## config.mk

```make
export PLATFORM = sky130hd
export DESIGN_NAME = cmd_phy_multi_flat
export DESIGN_NICKNAME = d
export VERILOG_FILES = /design/src/rtl/cmd_phy_multi_if.sv /design/src/rtl/cmd_phy_multi.sv /design/src/flat_wrapper.sv
export SDC_FILE = /design/constraint.sdc
export NUM_CORES = 1
export LEC_CHECK = 0
export ABC_AREA = 1
export CORE_MARGIN = 3
export CORE_UTILIZATION = 63
export DETAILED_ROUTE_END_ITERATION = 10
export PLACE_DENSITY_LB_ADDON = 0.1
export SKIP_CTS_REPAIR_TIMING = 1
export SLEW_MARGIN = 20
export SYNTH_ARGS = -nofsm -noshare
export SYNTH_HDL_FRONTEND = slang
export SYNTH_SLANG_ARGS = --single-unit
```

## constraint.sdc

```tcl
create_clock -name CLK_SD_card -period 9.3 [get_ports CLK_SD_card]
set_input_delay 1.86 -clock CLK_SD_card [delete_from_list [all_inputs] [get_ports CLK_SD_card]]
set_output_delay 1.86 -clock CLK_SD_card [all_outputs]
set_load 0.01 [all_outputs]
```

## src/rtl/cmd_phy_multi_if.sv

```systemverilog
// Bundle of the command-side handshake and the CMD pad signals of the SD
// command-line PHY. The slave side is the PHY. The master side is the
// command logic together with the card pad.
interface cmd_phy_multi_if;
    logic         new_cmd;
    logic [5:0]   cmd_index;
    logic [31:0]  cmd_arg;
    logic [1:0]   resp_type;
    logic         cmd_from_sd;
    logic         cmd_to_sd;
    logic         cmd_to_sd_oe;
    logic         ready;
    logic         done;
    logic [127:0] resp_data;
    logic [5:0]   resp_index;
    logic         timeout_error;
    logic         crc_error;
    logic         index_error;
    logic         end_bit_error;

    modport master (
        output new_cmd, cmd_index, cmd_arg, resp_type, cmd_from_sd,
        input  cmd_to_sd, cmd_to_sd_oe, ready, done, resp_data, resp_index,
               timeout_error, crc_error, index_error, end_bit_error
    );

    modport slave (
        input  new_cmd, cmd_index, cmd_arg, resp_type, cmd_from_sd,
        output cmd_to_sd, cmd_to_sd_oe, ready, done, resp_data, resp_index,
               timeout_error, crc_error, index_error, end_bit_error
    );
endinterface

```

## src/rtl/cmd_phy_multi.sv

```systemverilog
// SD CMD-line PHY. It sends a 48-bit command with CRC7, then optionally
// receives a 48-bit or 136-bit response. The response is checked for its
// end bit, its CRC7 and its index. A timeout applies while waiting for the
// response, and a fixed idle gap follows every transaction.
module cmd_phy_multi #(
    parameter int TIMEOUT_CYCLES = 64,
    parameter int NCC_CYCLES     = 8,
    parameter bit CHECK_INDEX    = 1'b1
) (
    input logic            CLK_SD_card,
    input logic            reset,
    cmd_phy_multi_if.slave bus
);
    localparam logic [2:0] ST_IDLE = 3'd0;
    localparam logic [2:0] ST_SEND = 3'd1;
    localparam logic [2:0] ST_WAIT = 3'd2;
    localparam logic [2:0] ST_RECV = 3'd3;
    localparam logic [2:0] ST_GAP  = 3'd4;

    localparam logic [1:0] RT_NONE  = 2'b00;
    localparam logic [1:0] RT_SHORT = 2'b01;
    localparam logic [1:0] RT_LONG  = 2'b10;

    localparam int MAX_TG  = (TIMEOUT_CYCLES > NCC_CYCLES) ? TIMEOUT_CYCLES : NCC_CYCLES;
    localparam int CNT_MAX = (MAX_TG > 136) ? MAX_TG : 136;
    localparam int CNT_W   = $clog2(CNT_MAX + 1);

    localparam logic [CNT_W-1:0] SEND_LAST  = CNT_W'(47);
    localparam logic [CNT_W-1:0] TO_LAST    = CNT_W'(TIMEOUT_CYCLES - 1);
    localparam logic [CNT_W-1:0] GAP_LAST   = CNT_W'(NCC_CYCLES - 1);
    localparam logic [CNT_W-1:0] SHORT_LAST = CNT_W'(47);
    localparam logic [CNT_W-1:0] LONG_LAST  = CNT_W'(135);

    // CRC7 (x^7 + x^3 + 1, initial value 0) over a 120-bit window. Because
    // the initial value is zero, leading zero bits do not change the result.
    // Shorter messages are therefore zero-extended on the left.
    function automatic logic [6:0] crc7(input logic [119:0] data);
        logic [6:0] crc;
        logic       fb;
        crc = '0;
        for (int i = 119; i >= 0; i--) begin
            fb  = data[i] ^ crc[6];
            crc = {crc[5:0], 1'b0} ^ {3'b000, fb, 2'b00, fb};
        end
        return crc;
    endfunction

    logic [2:0]       state_q, state_d;
    logic [CNT_W-1:0] cnt_q, cnt_d;
    logic [47:0]      tx_q, tx_d;
    // Only the last 127 received bits are kept. Together with the bit on the
    // line, they cover frame bits 127:0, which are all the bits ever used.
    logic [126:0]     rx_q, rx_d;
    logic [5:0]       idx_q, idx_d;
    logic [1:0]       rtype_q, rtype_d;
    logic             done_q, done_d;
    logic [127:0]     resp_data_q, resp_data_d;
    logic [5:0]       resp_index_q, resp_index_d;
    logic             timeout_q, timeout_d;
    logic             crc_err_q, crc_err_d;
    logic             index_err_q, index_err_d;
    logic             end_err_q, end_err_d;

    logic [47:0]  frame48;
    logic [127:0] frame_long;
    logic [6:0]   cmd_crc;
    logic [6:0]   short_crc;
    logic [6:0]   long_crc;

    assign frame48    = {rx_q[46:0], bus.cmd_from_sd};
    assign frame_long = {rx_q[126:0], bus.cmd_from_sd};
    assign cmd_crc    = crc7({80'd0, 2'b01, bus.cmd_index, bus.cmd_arg});
    assign short_crc  = crc7({80'd0, frame48[47:8]});
    assign long_crc   = crc7(frame_long[127:8]);

    // Transaction sequencing: accept, serialise, await start bit, deserialise, gap
    always_comb begin
        state_d      = state_q;
        cnt_d        = cnt_q;
        tx_d         = tx_q;
        rx_d         = rx_q;
        idx_d        = idx_q;
        rtype_d      = rtype_q;
        done_d       = 1'b0;
        resp_data_d  = resp_data_q;
        resp_index_d = resp_index_q;
        timeout_d    = timeout_q;
        crc_err_d    = crc_err_q;
        index_err_d  = index_err_q;
        end_err_d    = end_err_q;
        case (state_q)
            ST_IDLE: begin
                if (bus.new_cmd) begin
                    state_d      = ST_SEND;
                    cnt_d        = '0;
                    tx_d         = {2'b01, bus.cmd_index, bus.cmd_arg, cmd_crc, 1'b1};
                    idx_d        = bus.cmd_index;
                    rtype_d      = bus.resp_type;
                    resp_data_d  = '0;
                    resp_index_d = '0;
                    timeout_d    = 1'b0;
                    crc_err_d    = 1'b0;
                    index_err_d  = 1'b0;
                    end_err_d    = 1'b0;
                end
            end
            ST_SEND: begin
                tx_d  = {tx_q[46:0], 1'b0};
                cnt_d = cnt_q + 1'b1;
                if (cnt_q == SEND_LAST) begin
                    cnt_d = '0;
                    if (rtype_q == RT_NONE) begin
                        state_d = ST_GAP;
                        done_d  = 1'b1;
                    end else begin
                        state_d = ST_WAIT;
                    end
                end
            end
            ST_WAIT: begin
                cnt_d = cnt_q + 1'b1;
                if (!bus.cmd_from_sd) begin
                    // The start bit counts as the first received bit.
                    state_d = ST_RECV;
                    cnt_d   = CNT_W'(1);
                    rx_d    = {rx_q[125:0], 1'b0};
                end else if (cnt_q == TO_LAST) begin
                    state_d   = ST_GAP;
                    cnt_d     = '0;
                    done_d    = 1'b1;
                    timeout_d = 1'b1;
                end
            end
            ST_RECV: begin
                rx_d  = {rx_q[125:0], bus.cmd_from_sd};
                cnt_d = cnt_q + 1'b1;
                if (rtype_q == RT_LONG) begin
                    if (cnt_q == LONG_LAST) begin
                        state_d      = ST_GAP;
                        cnt_d        = '0;
                        done_d       = 1'b1;
                        resp_data_d  = frame_long;
                        resp_index_d = '0;
                        crc_err_d    = (long_crc != frame_long[7:1]);
                        end_err_d    = ~frame_long[0];
                    end
                end else if (cnt_q == SHORT_LAST) begin
                    state_d      = ST_GAP;
                    cnt_d        = '0;
                    done_d       = 1'b1;
                    resp_data_d  = {96'd0, frame48[39:8]};
                    resp_index_d = frame48[45:40];
                    crc_err_d    = (rtype_q == RT_SHORT) && (short_crc != frame48[7:1]);
                    index_err_d  = CHECK_INDEX && (rtype_q == RT_SHORT) &&
                                   (frame48[45:40] != idx_q);
                    end_err_d    = ~frame48[0];
                end
            end
            ST_GAP: begin
                cnt_d = cnt_q + 1'b1;
                if (cnt_q == GAP_LAST) begin
                    state_d = ST_IDLE;
                    cnt_d   = '0;
                end
            end
            default: state_d = ST_IDLE;
        endcase
    end

    // State, shift registers and result registers; reset aborts any frame
    always_ff @(posedge CLK_SD_card or negedge reset) begin
        if (!reset) begin
            state_q      <= ST_IDLE;
            cnt_q        <= '0;
            tx_q         <= '0;
            rx_q         <= '0;
            idx_q        <= '0;
            rtype_q      <= '0;
            done_q       <= 1'b0;
            resp_data_q  <= '0;
            resp_index_q <= '0;
            timeout_q    <= 1'b0;
            crc_err_q    <= 1'b0;
            index_err_q  <= 1'b0;
            end_err_q    <= 1'b0;
        end else begin
            state_q      <= state_d;
            cnt_q        <= cnt_d;
            tx_q         <= tx_d;
            rx_q         <= rx_d;
            idx_q        <= idx_d;
            rtype_q      <= rtype_d;
            done_q       <= done_d;
            resp_data_q  <= resp_data_d;
            resp_index_q <= resp_index_d;
            timeout_q    <= timeout_d;
            crc_err_q    <= crc_err_d;
            index_err_q  <= index_err_d;
            end_err_q    <= end_err_d;
        end
    end

    assign bus.cmd_to_sd_oe  = (state_q == ST_SEND);
    assign bus.cmd_to_sd     = (state_q == ST_SEND) ? tx_q[47] : 1'b1;
    assign bus.ready         = (state_q == ST_IDLE);
    assign bus.done          = done_q;
    assign bus.resp_data     = resp_data_q;
    assign bus.resp_index    = resp_index_q;
    assign bus.timeout_error = timeout_q;
    assign bus.crc_error     = crc_err_q;
    assign bus.index_error   = index_err_q;
    assign bus.end_bit_error = end_err_q;
endmodule

```

## src/flat_wrapper.sv

```systemverilog
// flat-port wrapper written by rule: the top's interface ports become plain ports
module cmd_phy_multi_flat 
#(
    parameter int TIMEOUT_CYCLES = 64,
    parameter int NCC_CYCLES     = 8,
    parameter bit CHECK_INDEX    = 1'b1
)
  (CLK_SD_card, reset, bus_new_cmd, bus_cmd_index, bus_cmd_arg, bus_resp_type, bus_cmd_from_sd, bus_cmd_to_sd, bus_cmd_to_sd_oe, bus_ready, bus_done, bus_resp_data, bus_resp_index, bus_timeout_error, bus_crc_error, bus_index_error, bus_end_bit_error);
  cmd_phy_multi_if bus_i ();
  input logic CLK_SD_card;
  input logic reset;
  input wire logic [$bits(bus_i.new_cmd)-1:0] bus_new_cmd;
  input wire logic [$bits(bus_i.cmd_index)-1:0] bus_cmd_index;
  input wire logic [$bits(bus_i.cmd_arg)-1:0] bus_cmd_arg;
  input wire logic [$bits(bus_i.resp_type)-1:0] bus_resp_type;
  input wire logic [$bits(bus_i.cmd_from_sd)-1:0] bus_cmd_from_sd;
  output wire logic [$bits(bus_i.cmd_to_sd)-1:0] bus_cmd_to_sd;
  output wire logic [$bits(bus_i.cmd_to_sd_oe)-1:0] bus_cmd_to_sd_oe;
  output wire logic [$bits(bus_i.ready)-1:0] bus_ready;
  output wire logic [$bits(bus_i.done)-1:0] bus_done;
  output wire logic [$bits(bus_i.resp_data)-1:0] bus_resp_data;
  output wire logic [$bits(bus_i.resp_index)-1:0] bus_resp_index;
  output wire logic [$bits(bus_i.timeout_error)-1:0] bus_timeout_error;
  output wire logic [$bits(bus_i.crc_error)-1:0] bus_crc_error;
  output wire logic [$bits(bus_i.index_error)-1:0] bus_index_error;
  output wire logic [$bits(bus_i.end_bit_error)-1:0] bus_end_bit_error;
  assign bus_i.new_cmd = bus_new_cmd;
  assign bus_i.cmd_index = bus_cmd_index;
  assign bus_i.cmd_arg = bus_cmd_arg;
  assign bus_i.resp_type = bus_resp_type;
  assign bus_i.cmd_from_sd = bus_cmd_from_sd;
  assign bus_cmd_to_sd = bus_i.cmd_to_sd;
  assign bus_cmd_to_sd_oe = bus_i.cmd_to_sd_oe;
  assign bus_ready = bus_i.ready;
  assign bus_done = bus_i.done;
  assign bus_resp_data = bus_i.resp_data;
  assign bus_resp_index = bus_i.resp_index;
  assign bus_timeout_error = bus_i.timeout_error;
  assign bus_crc_error = bus_i.crc_error;
  assign bus_index_error = bus_i.index_error;
  assign bus_end_bit_error = bus_i.end_bit_error;
  cmd_phy_multi #(.TIMEOUT_CYCLES(TIMEOUT_CYCLES), .NCC_CYCLES(NCC_CYCLES), .CHECK_INDEX(CHECK_INDEX)) u_core (.CLK_SD_card(CLK_SD_card), .reset(reset), .bus(bus_i));
endmodule
```

# --- Yosys cells after proc, flatten, opt, wreduce, memory -nomap -nowiden ---
# Index checks and enable logic that the tools add are counted.
# W data, S select, Z words.
word_totals:
  input_bits: 44
  register_bits: 333
  out_inout_bits: 142
op_classes:
  reduce_logical: 17
  muxes: 56
  add_sub_neg: 1
  bitwise_logic: 388
  eq_ne: 24
ops:
  columns: ["op", "count"]
  rows:
  - ["$xor A7 B4 Y7", 192]
  - ["$mux W128", 4]
  - ["$pmux W128 S2", 1]
  - ["$pmux W127 S2", 1]
  - ["$xor A1 B1 Y1", 189]
  - ["$mux W127", 1]
  - ["$pmux W48 S2", 1]
  - ["$mux W8", 7]
  - ["$mux W48", 1]
  - ["$pmux W8 S5", 1]
  - ["$mux W3", 9]
  - ["$mux W6", 4]
  - ["$mux W1", 19]
  - ["$eq A8 B6 Y1 const B", 2]
  - ["$pmux W3 S5", 1]
  - ["$ne A7 B7 Y1", 2]
  - ["$pmux W6 S2", 1]
  - ["$reduce_and A4 Y1", 3]
  - ["$xor A5 B4 Y5", 2]
  - ["$add A8 B1 Y8 const B", 1]
  - ["$eq A8 B3 Y1 const B", 1]
  - ["$eq A8 B8 Y1 const B", 1]
  - ["$ne A2 B1 Y1 const B", 4]
  - ["$ne A2 B2 Y1 const B", 4]
  - ["21 further kinds", 34]

# --- Logic depth before layout (Yosys ltp) ---
# Gate-level depths: netlist (run 1).
logic_depth:
  depth_word: 240
  ltp_mapped: 82
  mapped_depth_nobuf: 82

# --- Least setup slack after synthesis (run 1) ---
# OpenSTA, ideal clock, no wires.
synth_timing:
  path_type: "register -> register"
  from: "register u_core.rx_q[122]"
  to: "register u_core.crc_err_q (netlist: u_core.bus.crc_error)"
  stages_incl_launch_ff: 75
  t_arrival_ns: 5.600
  synth_period_minus_slack_ns: 5.717
  slack_ns: 3.583
  setup_time_ns: 0.117
  path_cell_list: "dfrtp_1 -> inv_1 -> nand2_1 -> nand2_1 -> nand3_2 -> nand2_2 -> nand2_1 -> nand2_1 -> nand2_2 -> nand2_2 -> nand2_1 -> nand2_2 -> nand2_1 -> nand2_1 -> nand2_2 -> nand2_2 -> nand2_1 -> nand2_1 -> (+39 left out) -> nand2_4 -> nand2_2 -> nand2_1 -> nand2_1 -> nand2_2 -> nand2_2 -> nand2_1 -> nand2_2 -> nand2_1 -> nand2_1 -> nand2_1 -> nand2_1 -> a21oi_1 -> nand2_1 -> nor2_1 -> nand3_1 -> nand3_1 -> nand2_1"
synth_via:
  elab_chain_len: 149
  word_cells_on_any_way: 227
  cone_classes: "eq/ne: 1; mux: 3; bitwise: 223"
synth_rtl:
  columns: ["element", "line_no", "text"]
  rows:
  - ["start: declaration", "cmd_phy_multi.sv:53", "logic [126:0] rx_q, rx_d;"]
  - ["start signal: assignment", "cmd_phy_multi.sv:190", "rx_q <= rx_d;"]
  - ["$xor A1 B1 Y1 *", "cmd_phy_multi.sv:42", "fb = data[i] ^ crc[6];"]
  - ["$xor A7 B4 Y7 * (4 in a row)", "cmd_phy_multi.sv:43", "crc = {crc[5:0], 1'b0} ^ {3'b000, fb, 2'b00, fb};"]
  - ["$xor A1 B1 Y1 or $xor A7 B4 Y7 (tied branches)", "cmd_phy_multi.sv:42, cmd_phy_multi.sv:43", null]
  - ["$xor A7 B4 Y7 * (4 in a row)", "cmd_phy_multi.sv:43", null]
  - ["$xor A1 B1 Y1 or $xor A7 B4 Y7 (tied branches)", "cmd_phy_multi.sv:42, cmd_phy_multi.sv:43", null]
  - ["$xor A7 B4 Y7 * (4 in a row)", "cmd_phy_multi.sv:43", null]
  - ["$xor A1 B1 Y1 or $xor A7 B4 Y7 (tied branches)", "cmd_phy_multi.sv:42, cmd_phy_multi.sv:43", null]
  - ["$xor A7 B4 Y7 * (4 in a row)", "cmd_phy_multi.sv:43", null]
  - ["(+115 left out)", null, null]
  - ["$xor A1 B1 Y1 or $xor A7 B4 Y7 (tied branches)", "cmd_phy_multi.sv:42, cmd_phy_multi.sv:43", null]
  - ["$xor A7 B4 Y7 * (7 in a row)", "cmd_phy_multi.sv:43", null]
  - ["$xor A1 B1 Y1 or $xor A7 B4 Y7 (tied branches)", "cmd_phy_multi.sv:42, cmd_phy_multi.sv:43", null]
  - ["$xor A7 B4 Y7 *", "cmd_phy_multi.sv:43", null]
  - ["$ne A7 B7 Y1 *", "cmd_phy_multi.sv:144", "crc_err_d = (long_crc != frame_long[7:1]);"]
  - ["$mux W1 *", "cmd_phy_multi.sv:138", "if (cnt_q == LONG_LAST) begin"]
  - ["$mux W1 *", "cmd_phy_multi.sv:137", "if (rtype_q == RT_LONG) begin"]
  - ["$pmux W1 S2 *", "cmd_phy_multi.sv:91", "case (state_q)"]
  - ["end signal: assignment", "cmd_phy_multi.sv:197", "crc_err_q <= crc_err_d;"]
  - ["end: declaration", "cmd_phy_multi.sv:60", "logic crc_err_q, crc_err_d;"]
# Every way passes the cells marked *; elsewhere a longest branch is shown, timed or not. The select of a mux whose other input is x is not followed.
# A chain may end at the register's enable or synchronous reset.

# --- Worst setup path after layout (run 1) ---
layout_timing:
  from: "register u_core.rx_q[126]"
  to: "register u_core.crc_err_q (netlist: u_core.bus.crc_error)"
layout_via:
  elab_chain_len: 152
  word_cells_on_any_way: 233
  cone_classes: "eq/ne: 1; mux: 3; bitwise: 229"
layout_rtl:
  columns: ["element", "line_no"]
  rows:
  - ["$xor A5 B4 Y5 *", "cmd_phy_multi.sv:43"]
  - ["$xor A7 B4 Y7 * (2 in a row)", "cmd_phy_multi.sv:43"]
  - ["$xor A1 B1 Y1 or $xor A7 B4 Y7 (tied branches)", "cmd_phy_multi.sv:42, cmd_phy_multi.sv:43"]
  - ["$xor A7 B4 Y7 * (4 in a row)", "cmd_phy_multi.sv:43"]
  - ["$xor A1 B1 Y1 or $xor A7 B4 Y7 (tied branches)", "cmd_phy_multi.sv:42, cmd_phy_multi.sv:43"]
  - ["$xor A7 B4 Y7 * (4 in a row)", "cmd_phy_multi.sv:43"]
  - ["$xor A1 B1 Y1 or $xor A7 B4 Y7 (tied branches)", "cmd_phy_multi.sv:42, cmd_phy_multi.sv:43"]
  - ["$xor A7 B4 Y7 * (4 in a row)", "cmd_phy_multi.sv:43"]
  - ["(+120 left out)", null]
  - ["$xor A1 B1 Y1 or $xor A7 B4 Y7 (tied branches)", "cmd_phy_multi.sv:42, cmd_phy_multi.sv:43"]
  - ["$xor A7 B4 Y7 * (7 in a row)", "cmd_phy_multi.sv:43"]
  - ["$xor A1 B1 Y1 or $xor A7 B4 Y7 (tied branches)", "cmd_phy_multi.sv:42, cmd_phy_multi.sv:43"]
  - ["$xor A7 B4 Y7 *", "cmd_phy_multi.sv:43"]
  - ["$ne A7 B7 Y1 *", "cmd_phy_multi.sv:144"]
  - ["$mux W1 *", "cmd_phy_multi.sv:138"]
  - ["$mux W1 *", "cmd_phy_multi.sv:137"]
  - ["$pmux W1 S2 *", "cmd_phy_multi.sv:91"]
# Marked as above.

==> metrics.md, run 1 <==
| Metric | Value |
|---|---|
| Outcome | `complete, no violations` |
| Layout cell share with drive strength beyond 1 | `11.9%` |
| Critical Path RT | `around 9.7 ns` |
| Arr. time, crit path | `~7.5 ns` |
| Most common cell after layout, fill and taps aside | `nand2_1` |
| Sequential element share of the synthesized area | `42.8%` |
| Largest net degree at the start of global routing | `around 190` |
| Clk pin slew, worst setup/hold paths | `~0.060 ns` |
| Mapped Nets | `about 2.6k` |
| Fin util | `between 70% and 80%` |
| Highest clock rate | `between 0.1 and 0.15 GHz` |
| Worst setup SP type | `flip-flop` |
| Endpoint class of the critical path | `flip-flop` |
| Routed vias/inst | `5.70` |
| Setup_tns | `0 ns` |
| CTS tree | `built` |
| Ports | `about 190` |
| Overflow after GRT | `0` |
| RR Startpoint | `u_core.rx_q[126]` |
| Vias in the first global route | `about 17k` |
| Netlist cell types | `38` |
| Met2 WL | `approximately 24000 um` |
| Maxcap violations | `0` |
| Post-DP HPWL | `between 30000 and 40000 um` |
| Crit-path max FO | `6` |
| Tmin final | `about 7 ns` |
| Routed met3 length | `about 3200 um` |
| Mapped cell area | `roughly 0.019 mm2` |
| # fillers | `between 2k and 2.5k` |
| Hold crit path type | `reg2reg` |
| Cts bufs inserted | `37` |
| Clk Latency, worst-skew pair | `0.52 ns` |
| Die height | `182 um` |
| RSZ-0062 raised after global routing | `false` |
| CP Class | `reg2reg` |
| Total track usage | `between 30% and 40%` |
| Core ar. | `roughly 0.030 mm2` |
| Initial antenna violation count | `0` |
| Synth Register Bits | `between 300 and 400` |
| Ys async rst share | `100%` |
| Slew headroom | `27.5%` |
| Nets | `approximately 2.8k` |
| Antenna viol nets, final | `0` |
| Post-synth EDFFs | `0` |
| Final Wtd Congestion | `~0.95` |
| First-pass GRT wire length | `between 80000 and 90000 um` |
| Hold Fails Final Rpt | `0` |
| Slew @ Worst Pin | `1.09 ns` |
| Max Used Layer | `met4` |
| Period utilization | `approximately three quarters` |
| Setup crit end | `u_core.bus.crc_error` |
| DRC violations left | `0` |
| CTS Root Cell | `clkbuf_16` |
| Worst Reg-to-Reg Cells | `72` |
| Gate Count Post-Synth | `between 2k and 3k` |
| Reg-to-reg endpoint | `u_core.bus.crc_error` |
| CP max stage delay | `0.45 ns` |
| Worst R2R Setup Slack | `2.16 ns` |
| Critical-path top delay cell | `dfrtp_1` |
| Std cell rows | `between 60 and 70` |
| Port Buf Inserts | `~190` |
| N_diodes | `0` |
| DR WL/cell | `16.3 um` |
| Worst Setup SP | `u_core.rx_q[126]` |
| Commonest non-fill, non-tap cells in the layout | `833 x nand2_1, 333 x dfrtp_1, 225 x nand3_1, 216 x inv_1, 184 x clkdlybuf4s50_1` |
| Clock Path Buffers | `3` |
| Post-synth top flop | `dfrtp_1` |
| Count of pins over their slew limit | `0` |
| Initial Utilization | `~65%` |
| DR iter-0 viols | `between 1k and 1.5k` |
| Final setup fails | `0` |
| Mean Syn Cell Area | `7.58 um2` |
| Initial DRT Pass Iterations | `5` |
| Via count | `17.8k` |
| H-tree depth | `2` |
| Met1 wire length | `roughly 22000 um` |
| CTS sink cnt | `between 300 and 400` |
| Total Routed Length | `around 51000 um` |
| Clk_skew | `0.0183 ns` |
| Die width | `between 150 and 200 um` |
| Full die area | `around 0.033 mm2` |
| Ys Warns | `0` |
| Most used cell, CP | `nand2_1` |
| Area grow syn2layout | `17.6%` |
## state kept, by name (all words and copies together) (netlist names), 2 cells and up
register and count:
u_core.tx_q 48, u_core.cnt_q 8, u_core.state_q 3, u_core.idx_q 6
u_core.bus.resp_index 6, u_core.rtype_q 2, u_core.bus.resp_data 128, u_core.rx_q 127
## Yosys cell counts, types with 12 or more instances
library cell  number  area share, %
nand2_1          835             16
dfrtp_1          333             43
nand3_1          225            5.8
inv_1            218            4.2
o21ai_0          169            4.3
nand2_2          147            4.7
xor2_1            99            4.4
o31ai_1           96            3.7
clkbuf_1          87            1.7
nor2_1            75            1.4
xnor2_1           56            2.5
inv_2             47           0.91
a22oi_1           32            1.2
nand3_2           29            1.5
o22ai_1           28           0.90
a21oi_1           22           0.57
nand2_4           17           0.98
a221oi_1          12           0.54
## per-layer routing
layer	track usage (%)	up-vias
met4	9.99	0
li1	-	8632
met2	50.9	631
met1	42.4	8458
met5	0	-
met3	4.51	122
## through the flow
step	worst slack (ns)	area, um2	instances	hold slack [ns]
after floorplan	3.58	19500	2571	0.452
after global placement	2.70	21600	3065	0.463
after detailed placement	2.37	21600	3065	0.469
after CTS	2.32	22900	3132	0.483
after global routing	1.24	22900	3132	0.500
final	2.16	22900	3132	0.481
## critical path, delay by kind of cell (launching register included)
family | cells | cell delay [ns]
flops | 1 | 0.45
buf+inv | 2 | 0.20
simple gates | 70 | 6.32
## cell type report
cell class / count / area (um2) / area share (%)
Tap cell: 390 / 488 / 2.13
Inverter: 269 / 1010 / 4.43
Sequential cell: 333 / 8330 / 36.4
Clock buffer: 53 / 1100 / 4.79
Clock inverter: 14 / 209 / 0.912
Timing Repair Buffer: 196 / 1960 / 8.53
Multi-Input combinational cell: 1877 / 9820 / 42.8
## how the worst min path moves through the flow
stage	slack, ns	cells past startpoint	to	startpoint
floorplan	0.45	2	u_core.tx_q[41]	u_core.tx_q[41]
global placement	0.46	2	u_core.bus.resp_data[72]	u_core.bus.resp_data[72]
detailed placement	0.47	2	u_core.bus.resp_data[68]	u_core.bus.resp_data[68]
CTS	0.48	2	u_core.bus.resp_data[105]	u_core.bus.resp_data[105]
global route	0.50	2	u_core.bus.resp_data[109]	u_core.bus.resp_data[109]
finish	0.48	2	u_core.bus.resp_data[105]	u_core.bus.resp_data[105]
## logic make-up (layout without fill, tap and decap cells)
logic type | Yosys count | in the layout | share of synthesized area, %
compound gates | 374 | 374 | 11.9
simple gates | 1344 | 1344 | 31.0
flops | 333 | 333 | 42.8
fa+ha+maj | 1 | 1 | 0.0642
buf+inv | 361 | 532 | 6.97
xor+xnor | 158 | 158 | 7.25
Power of run 1 is not shown: default switching activity piles up to over one toggle a cycle in this logic, so the estimate is an artifact.
==> run 2: changes to the inputs <==
- CORE_UTILIZATION: 63 -> 53
- clock period: 9.3 -> 6.5 ns (I/O delays scaled with it)
==> run 2 against run 1 <==
  * Register-to-register slack lost 2.5 ns
  * Non-clock buffer count increased by 26
  * Critical path type unchanged
  * Worst setup slack lost 2.5 ns
  * Cell count rose by 3.1%
  * Global-route usage down 4.4 points
  * Worst hold slack got worse by 0.00069 ns
  * The flow now finishes with violations (setup timing)
  * Count of clock-buffer cells in the layout rose by 1
  * First-iteration DRC count fell by 1.9%
  * Sequential share of layout area down 1.2 points
  * Final area increased by 3.4%
  * Fmax rose by 4.2%
  * Critical path depth grew 6
==> metrics.md, run 2 (same netlist as run 1, synthesis figures left out) <==
| Metric | Value |
|---|---|
| Initial Utilization | `54.3% (was 64.9%)` |
| Layout cell share with drive strength beyond 1 | `16.5% (was 11.9%)` |
| Max reg flops | `128 (unchanged)` |
| Clk Latency, worst-skew pair | `0.56 ns (was 0.52 ns)` |
| Vias in the first global route | `16.9k (was 17.4k)` |
| Clock Path Buffers | `3 (unchanged)` |
| Total Routed Length | `52600 um (was 51200 um)` |
| DR WL/cell | `16.3 um (about the same)` |
| Count of pins over their slew limit | `0 (unchanged)` |
| Reg-to-reg endpoint | `u_core.bus.crc_error (unchanged)` |
| Critical Path RT | `6.94 ns (was 9.70 ns)` |
| Outcome | `finished, violations left (was complete, no violations)` |
| Final setup fails | `1 (was 0)` |
| Initial antenna violation count | `0 (unchanged)` |
| DP Area | `0.0219 mm2 (was 0.0216 mm2)` |
| Nets | `2785 (was 2759)` |
| Commonest non-fill, non-tap cells in the layout | `761 x nand2_1, 330 x dfrtp_1, 211 x inv_1, 201 x nand3_1, 198 x nand2_2 (was 833 x nand2_1, 333 x dfrtp_1, 225 x nand3_1, 216 x inv_1, 184 x clkdlybuf4s50_1)` |
| Hold Fails Final Rpt | `0 (unchanged)` |
| # fillers | `3134 (was 2236)` |
| Std cell rows | `69 (was 63)` |
| Post-DP HPWL | `37400 um (was 36700 um)` |
| Total track usage | `26.5% (was 30.9%)` |
| Clk pin slew, worst setup/hold paths | `0.06 ns (about the same)` |
| Worst Setup SP | `u_core.rx_q[126] (unchanged)` |
| Maxcap violations | `0 (unchanged)` |
| Setup_tns | `-0.349 ns (was 0 ns)` |
| CTS sink cnt | `333 (unchanged)` |
| RR Startpoint | `u_core.rx_q[126] (unchanged)` |
| Ports | `186 (unchanged)` |
| Critical-path top delay cell | `dfrtp_1 (unchanged)` |
| Clk_skew | `0.0274 ns (was 0.0183 ns)` |
| N_diodes | `0 (unchanged)` |
| DR iter-0 viols | `1325 (was 1351)` |
| First-pass GRT wire length | `85300 um (was 86100 um)` |
| Core ar. | `0.0359 mm2 (was 0.0300 mm2)` |
| Area taken by multi-input logic gates | `0.0104 mm2 (was 0.00982 mm2)` |
| Worst setup SP type | `flip-flop (unchanged)` |
| Period utilization | `105% (was 76.8%)` |
| Slew headroom | `26.6% (was 27.5%)` |
| Final hold slack | `0.480 ns (was 0.481 ns)` |
| Largest net degree at the start of global routing | `144 (was 186)` |
| Initial DRT Pass Iterations | `5 (unchanged)` |
| H-tree depth | `2 (unchanged)` |
| Crit-path max FO | `6 (unchanged)` |
| CTS tree | `built (unchanged)` |
| CP max stage delay | `0.43 ns (was 0.45 ns)` |
| Routed vias/inst | `5.49 (was 5.70)` |
| Port Buf Inserts | `185 (unchanged)` |
| CTS Root Cell | `clkbuf_16 (unchanged)` |
| Hold crit path type | `reg2reg (unchanged)` |
| Arr. time, crit path | `7.29 ns (was 7.54 ns)` |
| RSZ-0062 raised after global routing | `true (was false)` |
| Most common cell after layout, fill and taps aside | `nand2_1 (unchanged)` |
| Placed cell count | `3158 (was 3065)` |
| CP Class | `reg2reg (unchanged)` |
| Worst R2R Setup Slack | `-0.35 ns (was 2.16 ns)` |
| Area grow syn2layout | `21.5% (was 17.6%)` |
| Failing checks | `setup timing` |
| Full die area | `0.0391 mm2 (was 0.0331 mm2)` |
| Setup crit end | `u_core.bus.crc_error (unchanged)` |
| Via count | `17.7k (was 17.8k)` |
| Highest clock rate | `0.146 GHz (was 0.140 GHz)` |
| DRC violations left | `0 (unchanged)` |
| Antenna viol nets, final | `0 (unchanged)` |
| Non-Filler Instances | `3229 (was 3132)` |
| Most used cell, CP | `nand2_2 (was nand2_1)` |
| Worst Reg-to-Reg Cells | `78 (was 72)` |
| Slew @ Worst Pin | `1.10 ns (was 1.09 ns)` |
| Cts bufs inserted | `37 (unchanged)` |
| Worst setup margin | `-0.349 ns (was 2.16 ns)` |
| Die width | `198 um (was 182 um)` |
| Storage cell area | `0.00834 mm2 (was 0.00833 mm2)` |
| Final Wtd Congestion | `0.910 (was 0.951)` |
| Tmin final | `6.85 ns (was 7.14 ns)` |
| Endpoint class of the critical path | `flip-flop (unchanged)` |
| Overflow after GRT | `0 (unchanged)` |
| Finished Cell Area | `0.0237 mm2 (was 0.0229 mm2)` |
| Die height | `198 um (was 182 um)` |
-- run 2: area by class of cell --
type / count / share of cell area (%)
Clock buffer: 54 / 4.61
Multi-Input combinational cell: 1877 / 43.7
Inverter: 269 / 4.31
Clock inverter: 13 / 0.608
Tap cell: 461 / 2.44
Timing Repair Buffer: 222 / 9.13
Sequential cell: 333 / 35.2
-- run 2: worst min-delay path by stage --
| stage | endpoint | startpoint | slack, ns | cells after the start |
|---|---|---|---|---|
| final | u_core.bus.resp_data[106] | u_core.bus.resp_data[106] | 0.48 | 2 |
| after global routing | u_core.tx_q[42] | u_core.tx_q[42] | 0.50 | 2 |
| after CTS | u_core.bus.resp_data[118] | u_core.bus.resp_data[118] | 0.48 | 2 |
| after floorplan | u_core.tx_q[41] | u_core.tx_q[41] | 0.45 | 2 |
| after detailed placement | u_core.bus.resp_data[126] | u_core.bus.resp_data[126] | 0.47 | 2 |
| after global placement | u_core.bus.resp_data[100] | u_core.bus.resp_data[100] | 0.46 | 2 |
-- run 2: critical path: cells and delay by family (launching register included) --
kind | cells | cell delay [ns]
DFF | 1 | 0.43
and+or+nand+nor | 67 | 5.45
buffers and inverters | 10 | 0.67
AOI/OAI and AO/OA | 1 | 0.12
-- run 2: per-layer routing --
layer	global-route usage, %	share of wire [%]	vias to the layer above
met2	43.6	47	439
li1	-	-	8650
met1	36.6	45	8526
met3	3.45	4.5	98
met4	8.94	2.9	0
met5	0	0	-
-- run 2: stage by stage --
step	worst slack, ns	util [%]
6_report	-0.349	65.9
5_1_grt	-1.08	65.9
4_1_cts	-0.418	64.3
3_5_place_dp	-0.345	60.9
3_3_place_gp	-0.226	60.9
2_1_floorplan	0.783	-
Power of run 2 is left out for the same reason.
==> run 3: changes to the inputs <==
- clock period: 6.5 -> 5.7 ns (I/O delays scaled with it)
==> run 3 against run 2 <==
  * The flow still finishes with violations (setup timing)
  * Critical path depth is 2 lower
  * Flip-flop and latch count is the same
  * Final area grew 2.8%
  * Global-route usage up 0.37 points
  * Highest routed layer unchanged
==> metrics.md, run 3 (same netlist as run 1, synthesis figures left out) <==
| Metric | Value |
|---|---|
| Outcome | `finished, violations left (unchanged)` |
| Failing checks | `setup timing (unchanged)` |
| Die height | `198 um (unchanged)` |
| Most used cell, CP | `nand2_2 (unchanged)` |
| Final setup fails | `1 (unchanged)` |
| CTS Root Cell | `clkbuf_16 (unchanged)` |
| Storage cell area | `0.00834 mm2 (unchanged)` |
| Ports | `186 (unchanged)` |
| Highest clock rate | `0.145 GHz (was 0.146 GHz)` |
| Cts bufs inserted | `38 (was 37)` |
| Initial antenna violation count | `0 (unchanged)` |
| Clk pin slew, worst setup/hold paths | `0.06 ns (about the same)` |
| Total Routed Length | `53800 um (was 52600 um)` |
| DR iter-0 viols | `1321 (was 1325)` |
| Initial Utilization | `54.3% (unchanged)` |
| DR WL/cell | `16.4 um (was 16.3 um)` |
| Area grow syn2layout | `25.0% (was 21.5%)` |
| Nets | `2829 (was 2785)` |
| Std cell rows | `69 (unchanged)` |
| Slew @ Worst Pin | `1.06 ns (was 1.10 ns)` |
| DRC violations left | `0 (unchanged)` |
| H-tree depth | `2 (unchanged)` |
| RSZ-0062 raised after global routing | `true (unchanged)` |
| Worst setup margin | `-1.19 ns (was -0.349 ns)` |
| Antenna viol nets, final | `0 (unchanged)` |
| Total track usage | `26.9% (was 26.5%)` |
| N_diodes | `0 (unchanged)` |
| Clk_skew | `0.0201 ns (was 0.0274 ns)` |
| Via count | `18.0k (was 17.7k)` |
| # fillers | `3059 (was 3134)` |
| Endpoint class of the critical path | `flip-flop (unchanged)` |
| Hold crit path type | `reg2reg (unchanged)` |
| Final hold slack | `0.479 ns (was 0.480 ns)` |
| Layout cell share with drive strength beyond 1 | `19.3% (was 16.5%)` |
| Overflow after GRT | `0 (unchanged)` |
| Clock Path Buffers | `3 (unchanged)` |
| Tmin final | `6.89 ns (was 6.85 ns)` |
| Core ar. | `0.0359 mm2 (unchanged)` |
| Maxcap violations | `0 (unchanged)` |
| Port Buf Inserts | `185 (unchanged)` |
| Max reg flops | `128 (unchanged)` |
| Period utilization | `121% (was 105%)` |
| Post-DP HPWL | `38000 um (was 37400 um)` |
| Hold Fails Final Rpt | `0 (unchanged)` |
| Critical Path RT | `6.14 ns (was 6.94 ns)` |
| CP Class | `reg2reg (unchanged)` |
| Worst setup SP type | `flip-flop (unchanged)` |
| Die width | `198 um (unchanged)` |
| Largest net degree at the start of global routing | `151 (was 144)` |
| CP max stage delay | `0.41 ns (was 0.43 ns)` |
| Most common cell after layout, fill and taps aside | `nand2_1 (unchanged)` |
| First-pass GRT wire length | `86200 um (was 85300 um)` |
| Initial DRT Pass Iterations | `6 (was 5)` |
| Count of pins over their slew limit | `0 (unchanged)` |
| Slew headroom | `29.5% (was 26.6%)` |
| Crit-path max FO | `5 (was 6)` |
| Post-Place Setup Slack | `-1.16 ns (was -0.345 ns)` |
| Arr. time, crit path | `7.32 ns (was 7.29 ns)` |
| CTS tree | `built (unchanged)` |
| Clk Latency, worst-skew pair | `0.56 ns (about the same)` |
| Routed vias/inst | `5.49 (about the same)` |
| CTS sink cnt | `333 (unchanged)` |
| Critical-path top delay cell | `dfrtp_1 (unchanged)` |
| Commonest non-fill, non-tap cells in the layout | `730 x nand2_1, 330 x dfrtp_1, 220 x nand2_2, 212 x inv_1, 193 x nand3_1 (was 761 x nand2_1, 330 x dfrtp_1, 211 x inv_1, 201 x nand3_1, 198 x nand2_2)` |
| Full die area | `0.0391 mm2 (unchanged)` |
| Vias in the first global route | `17.0k (was 16.9k)` |
| Area taken by multi-input logic gates | `0.0105 mm2 (was 0.0104 mm2)` |
| Final Wtd Congestion | `0.928 (was 0.910)` |
## run 3: cell types whose count changed in the layout (fill, tap and decap cells not counted), sizes merged
cell      previous run  this run
bufinv               3         6
inv                266       265
clkbuf              54        56
clkinv              13         8
buf                 38        81
clkinvlp             0         1
## run 3: routing by layer
| metal | vias up | wire, um | track usage [%] |
|---|---|---|---|
| li1 | 8740 | - | - |
| met1 | 8559 | 23900 | 37.6 |
| met2 | 554 | 25100 | 43.0 |
| met3 | 119 | 3110 | 3.90 |
| met4 | 0 | 1740 | 9.67 |
| met5 | - | 0 | 0 |
## run 3: final cells by class
type                       count  area share (%)
inverter                     269            4.18
clock inverter                11           0.853
sequential                   333            34.2
clock buffer                  56            4.77
multi-input combinational   1877            43.2
tap                          461            2.37
timing repair buffer         265            10.4
## run 3: stage by stage
stage / setup TNS, ns / area (um2) / cells / utilization, %
after floorplan: 0 / 19500 / 2571 / -
after global placement: -1.03 / 22200 / 3193 / 61.7
after detailed placement: -1.16 / 22200 / 3193 / 61.7
after CTS: -1.28 / 23500 / 3260 / 65.5
after global routing: -1.91 / 24400 / 3272 / 67.8
final: -1.19 / 24400 / 3272 / 67.8
## run 3: worst paths after layout
check                                         from                         to  slack, ns  depth (start not counted)
max                               u_core.rx_q[126]       u_core.bus.crc_error      -1.19                         76
min                        u_core.bus.resp_data[4]    u_core.bus.resp_data[4]       0.48                          2
max reg2reg                       u_core.rx_q[126]       u_core.bus.crc_error      -1.19                         76
min reg2reg                u_core.bus.resp_data[4]    u_core.bus.resp_data[4]       0.48                          2
max in group asynchronous                    reset            u_core.bus.done       3.94                          2
min in group asynchronous                    reset  u_core.bus.resp_data[105]       0.57                          1
## run 3: worst max-delay path, delay by kind of cell, from the launching register on
family | cells | cell delay (ns)
flops | 1 | 0.41
simple gates | 68 | 5.70
buf+inv | 8 | 0.62
Power of run 3 is left out for the same reason.
